`config.mk`:
```
export PLATFORM = sky130hd
export DESIGN_NAME = mem_access_unit
export DESIGN_NICKNAME = d
export VERILOG_FILES = /design/src/rtl/mem_access_unit.sv
export SDC_FILE = /design/constraint.sdc
export NUM_CORES = 1
export LEC_CHECK = 0
export BUFFER_PORTS_ARGS = -buffer_cell sky130_fd_sc_hd__buf_4
export CAP_MARGIN = 20
export CELL_PAD_IN_SITES_DETAIL_PLACEMENT = 0
export CELL_PAD_IN_SITES_GLOBAL_PLACEMENT = 1
export CORE_MARGIN = 2
export CORE_UTILIZATION = 43
export DETAILED_ROUTE_END_ITERATION = 10
export PLACE_DENSITY = 0.95
export RECOVER_POWER = 25
export SLEW_MARGIN = 20
export SYNTH_ARGS = -nofsm -noshare
export SYNTH_HDL_FRONTEND = slang
export SYNTH_SLANG_ARGS = --single-unit
```
`constraint.sdc`:
```
create_clock -name Clk -period 3.25 [get_ports Clk]
set_input_delay 0.325 -clock Clk [delete_from_list [all_inputs] [get_ports Clk]]
set_output_delay 0.325 -clock Clk [all_outputs]
set_load 0.02 [all_outputs]
```
`src/rtl/mem_access_unit.sv`:
```
// Byte-serial load/store unit: splits 8/16-bit core requests into one or two
// accesses to a byte-wide data memory and returns load results with backpressure.
module mem_access_unit #(
    parameter int W = 8,
    parameter int A = 8
) (
    input  logic             Clk,
    input  logic             Reset,
    input  logic             ReqValid,
    output logic             ReqReady,
    input  logic             ReqWrite,
    input  logic             ReqWide,
    input  logic [A-1:0]     ReqAddr,
    input  logic [2*W-1:0]   ReqData,
    output logic             RspValid,
    input  logic             RspReady,
    output logic [2*W-1:0]   RspData,
    output logic             MemWriteEn,
    output logic [W-1:0]     MemDataIn,
    output logic [A-1:0]     MemAddress,
    input  logic [W-1:0]     MemDataOut,
    output logic             Busy
);

    typedef enum logic [1:0] {
        IDLE = 2'd0,
        LO   = 2'd1,
        HI   = 2'd2,
        RESP = 2'd3
    } state_t;

    state_t           r_state;
    logic             r_write;
    logic             r_wide;
    logic [A-1:0]     r_addr;
    logic [2*W-1:0]   r_data;
    logic             r_rsp_valid;
    logic [2*W-1:0]   r_rsp_data;
    logic             r_mem_we;
    logic [W-1:0]     r_mem_din;
    logic [A-1:0]     r_mem_addr;
    logic [A-1:0]     w_addr_hi;

    // High byte address wraps naturally at 2^A.
    assign w_addr_hi = r_addr + A'(1);

    assign ReqReady   = (r_state == IDLE);
    assign Busy       = (r_state != IDLE);
    assign RspValid   = r_rsp_valid;
    assign RspData    = r_rsp_data;
    assign MemWriteEn = r_mem_we;
    assign MemDataIn  = r_mem_din;
    assign MemAddress = r_mem_addr;

    // NOTE: all state uses non-blocking assignments so every register samples
    // pre-edge values; the async reset also clears the memory-side outputs at once.
    always_ff @(posedge Clk or posedge Reset) begin
        if (Reset) begin
            r_state     <= IDLE;
            r_write     <= 1'b0;
            r_wide      <= 1'b0;
            r_addr      <= '0;
            r_data      <= '0;
            r_rsp_valid <= 1'b0;
            r_rsp_data  <= '0;
            r_mem_we    <= 1'b0;
            r_mem_din   <= '0;
            r_mem_addr  <= '0;
        end else begin
            case (r_state)
                IDLE: begin
                    if (ReqValid) begin
                        r_write    <= ReqWrite;
                        r_wide     <= ReqWide;
                        r_addr     <= ReqAddr;
                        r_data     <= ReqData;
                        r_mem_we   <= ReqWrite;
                        r_mem_din  <= ReqData[W-1:0];
                        r_mem_addr <= ReqAddr;
                        r_state    <= LO;
                    end
                end
                LO: begin
                    if (!r_write) begin
                        r_rsp_data[W-1:0] <= MemDataOut;
                    end
                    if (r_wide) begin
                        r_mem_addr <= w_addr_hi;
                        r_mem_din  <= r_data[2*W-1:W];
                        r_state    <= HI;
                    end else begin
                        r_mem_we   <= 1'b0;
                        r_mem_din  <= '0;
                        r_mem_addr <= '0;
                        if (r_write) begin
                            r_state <= IDLE;
                        end else begin
                            r_rsp_data[2*W-1:W] <= '0;
                            r_rsp_valid         <= 1'b1;
                            r_state             <= RESP;
                        end
                    end
                end
                HI: begin
                    r_mem_we   <= 1'b0;
                    r_mem_din  <= '0;
                    r_mem_addr <= '0;
                    if (r_write) begin
                        r_state <= IDLE;
                    end else begin
                        r_rsp_data[2*W-1:W] <= MemDataOut;
                        r_rsp_valid         <= 1'b1;
                        r_state             <= RESP;
                    end
                end
                RESP: begin
                    if (RspReady) begin
                        r_rsp_valid <= 1'b0;
                        r_state     <= IDLE;
                    end
                end
                default: r_state <= IDLE;
            endcase
        end
    end

endmodule

```
# After elaboration in Yosys (flattened, before gate mapping)
# Cells that the tools add are included.
# classes
n_addsub	1
n_eq_ne	8
mux	22
n_bitwise	1
n_reduce_logical	12
# ops
cell	n
$mux 8	7
$pmux 8 s3	2
$pmux 8 s2	1
$ne 2x2->1 const B	5
$add 8x1->8 const B	1
$mux 2	4
$pmux 2 s4	1
$reduce_and 2->1	4
$pmux 1 s3	2
$reduce_and 3->1	2
$reduce_bool 3->1	2
$mux 1	5
$eq 2x2->1 const B	2
$reduce_and 4->1	1
$reduce_bool 2->1	2
$eq 2x1->1 const B	1
$logic_not 2->1	1
$not 1->1	1
# totals
ff_bits	62
elab_cells	55

# Longest topological paths before layout
# logic_depth
ltp_word	3
ltp_mapped	7
mapped_depth_nobuf	6

# Worst setup path after synthesis
# No wires, ideal clock.
# synth_timing
kind	register to register
startpoint	reg r_state[0]
endpoint	reg r_addr[5]
setup_time_ps	127
t_arrival_ps	1485
required_time_ps	3123
setup_slack_ps	1638
stages_incl_launch_ff	6
cell_sequence	dfrtp_1 -> inv_1 -> ha_1 -> nand2_2 -> buf_6 -> mux2_1
# synth_via
elab_chain_len	2
# synth_lines
element	line	source
start, declared	32	state_t r_state;
start signal, assigned	59	r_state <= IDLE;
start signal, assigned	80	r_state <= LO;
start signal, assigned	90	r_state <= HI;
$logic_not 2->1	n/a	
named net ReqReady	10	output logic ReqReady,
$reduce_and 2->1 (no line)	n/a	
end signal, assigned	75	r_addr <= ReqAddr;
end, declared	35	logic [A-1:0] r_addr;
# The timed path passes the listed nets, and every way through them passes these cells.
# A chain may end at the register's enable or synchronous reset.

# Worst setup path in the final report
# layout_timing
startpoint	reg r_state[0]
endpoint	reg r_mem_addr[7] (netlist: MemAddress[7])
# layout_via
elab_chain_len	3
# layout_lines
element	line	source
$eq 2x2->1 (tied with other cells)	70	case (r_state)
$reduce_bool 3->1 (no line) / $ne 2x2->1 (equally long branches)	n/a	
$reduce_and 2->1 (no line)	n/a	
end signal, assigned	79	r_mem_addr <= ReqAddr;
end signal, assigned	88	r_mem_addr <= w_addr_hi;
end, declared	41	logic [A-1:0] r_mem_addr;
# Parallel ways exist; a longest one is shown, timed or not.

==> run_results.csv <==
group,metric,value,unit
layout,stdcell_count,378,
clock_network,cts_hold_buf,0,
logic_synthesis,netlist_top_cells_area,"dfrtp_1, mux2_2, a21oi_2, nor2b_1, nand2_1",
global_route,grt_max_degree,32,
run_status,status,"finished clean",
setup_path,start_kind,"flop",
clock_network,clk_pin_slew,0.09,ns
sta,relSlewSlack,0.248,
floorplanning,initial_core_util,0.439,
floorplanning,dieArea,6610,um^2
place,placed_area,3170,um^2
clock_network,root_buffer,"clkbuf_8",
clock_network,cts_setup_buffers,0,
floorplanning,coreArea,5850,um^2
sta,drv_slew,0,
logic_synthesis,ys_ff_latch,54,
logic_synthesis,synth-edff-count,0,
setup_path,cp.required,3.47,ns
logic_synthesis,synthFlopType,"dfrtp_1",
detailed_routing,drt-total-wl,5160,um
global_route,grt_pass1_vias,1808,
clock_network,ctsHtreeMaxLevel,2,
logic_synthesis,synth_top_cell_by_area,"dfrtp_1",
setup_path,worstSetupEndpointType,"flop",
place,placed_cells,370,
setup_path,crit_type,"flop to flop",
logic_synthesis,syn_area,2570,um^2
logic_synthesis,yosys_warnings,0,
logic_synthesis,async_flop_share,1.00,
clock_network,cts_tree,"yes",
clock_network,clock_path_buffers,2,
logic_synthesis,syn_nets,271,
layout,drive_above_1_share,0.439,
clock_network,cts.sinks,54,
sta,skew,0.00818,ns
layout,fillers,537,
sta,fin_crit_sh,0.657,
clock_network,cts_resized,0,
setup_path,path_max_fanout,18,
logic_synthesis,syn_inst,228,
detailed_routing,routed_via_density,4.91,
worst_hold_path,hp-class,"input pin to flop",
detailed_routing,wl_per_cell,13.7,um
logic_synthesis,avgSynthCellArea,11.3,um^2
global_route,antenna_found_initial,0,
floorplanning,rows,28,
place,gp_congestion,0.853,
global_route,grt_usage,0.164,
global_route,grt_pass1_wl,8240,um
logic_synthesis,synthTopCellsByCount,"dfrtp_1, nand2_1, mux2_2",
clock_network,insertion_delay,0.30,ns
sta,holdWs,0.238,ns
setup_path,crit_arrival,2.35,ns
logic_synthesis,synth.most_common_cell,"dfrtp_1",
sta,setup_viol,0,
global_route,grt_overflow,0,
sta,rsz0062_at_grt,"no",
power_and_ir_drop,ir_worst_vdd,0.474,mV
layout,antenna_cells,0,
sta,fmax,468,MHz
detailed_routing,drtPass1Iterations,4,
logic_synthesis,synth_sequential_area_ratio,0.526,
layout,fin_nets,345,
flow_run,maxCapViolations,0,
sta,hold_viol_final,0,
place,port_buffers,73,
layout,final_util,0.560,
detailed_routing,drtAntennaViolNets,0,
detailed_routing,vias,1856,
sta,tns,0,ns
power_and_ir_drop,power_density,1070,nW/um^2
logic_synthesis,synth_top_cell_area_share,0.526,
clock_network,cts_made_buffers,5,
detailed_routing,drc,0,
floorplanning,fp.dieW,81.3,um
layout,final_area,3280,um^2
detailed_routing,drt_iter0_drc,93,
sta,timing.final.crit_period,2.14,ns
layout,area_growth,27.5,%
place,hpwl,3980,um
floorplanning,dieHeight,81.3,um
logic_synthesis,synthDistinctLibCells,32,
sta,worst_pin_slew,1.13,ns
floorplanning,io_pins,74,
power_and_ir_drop,power.leakage,0.00151,uW
metrics by stage:
stage / worst slack (ns) / total power (uW)
after floorplan: 1.61 / 2530
after global placement: 1.17 / 3060
after detailed placement: 1.09 / 3120
after CTS: 1.07 / 3540
after global routing: 0.920 / 3760
final: 1.11 / 3490
registers in the layout (all words and copies together), names as in the netlist:
name and cells:
r_state 2, RspValid 1, MemAddress 8, r_write 1, r_addr 8, MemWriteEn 1, RspData 16, r_wide 1
r_data 8, MemDataIn 8
kinds of logic after synthesis:
kind of cell               after synthesis  synth area share
DFF                                     54             0.526
muxes                                   29             0.126
xor gates and xnor gates                 6            0.0204
AOI/OAI and AO/OA                       47             0.129
and+or+nand+nor                         71             0.138
adders and majority gates                5            0.0243
buffers and inverters                   16            0.0365
metal layers:
metal	wire length, um	vias up	share of wire	track usage
met3	342	10	0.066	0.0356
li1	-	914	-	-
met1	2330	870	0.45	0.208
met5	0	-	0	0
met2	2430	62	0.47	0.275
met4	68	0	0.013	0.0576
where the power goes:
group	leakage (uW)	internal [uW]	switching (uW)
Combinational	0.000799	835	988
Sequential	0.000659	1020	240
Clock	0.0000575	215	199
Total	0.00151	2070	1430
critical path, stage by stage (launching register included):
cell and delay [ns]:
dfrtp_1 0.40, inv_1 0.08, ha_1 0.28, buf_4 0.21, and3_1 0.68, nand2_1 0.22, o211ai_2 0.20
worst paths after layout:
path	start	to	slack [ns]	cells past startpoint
setup / recovery	r_state[0]$_DFFE_PP0P_	MemAddress[7]$_DFFE_PP0P_	1.11	6
hold / removal	ReqData[13]	r_data[13]$_DFFE_PP0P_	0.24	2
setup reg to reg	r_state[0]$_DFFE_PP0P_	MemAddress[7]$_DFFE_PP0P_	1.11	6
hold reg to reg	RspData[8]$_DFFE_PP0P_	RspData[8]$_DFFE_PP0P_	0.49	2
max in group asynchronous	Reset	r_addr[6]$_DFFE_PP0P_	1.81	3
min in group asynchronous	Reset	RspValid$_DFFE_PP0P_	0.32	2
cells in the final DEF, fill, tap and decap left out, drive strengths merged, types with 5 or more instances in the layout:
cell,netlist,routed
dfrtp,54,54
clkbuf,2,10
inv,6,6
xnor2,5,5
a21oi,31,31
ha,5,5
nand2,25,25
mux2,27,27
nor2,19,19
buf,8,75
o21ai,14,14
nor2b,17,17
cell type report:
class	instances	area, um^2	share of cell area
repair buffers	77	574	0.175
clock buffers	8	110	0.0336
flip-flops and latches	54	1350	0.412
well taps	75	93.8	0.0286
inverters	6	22.5	0.00687
multi-input cells	158	1120	0.343
(Power assumes the default switching activity.)
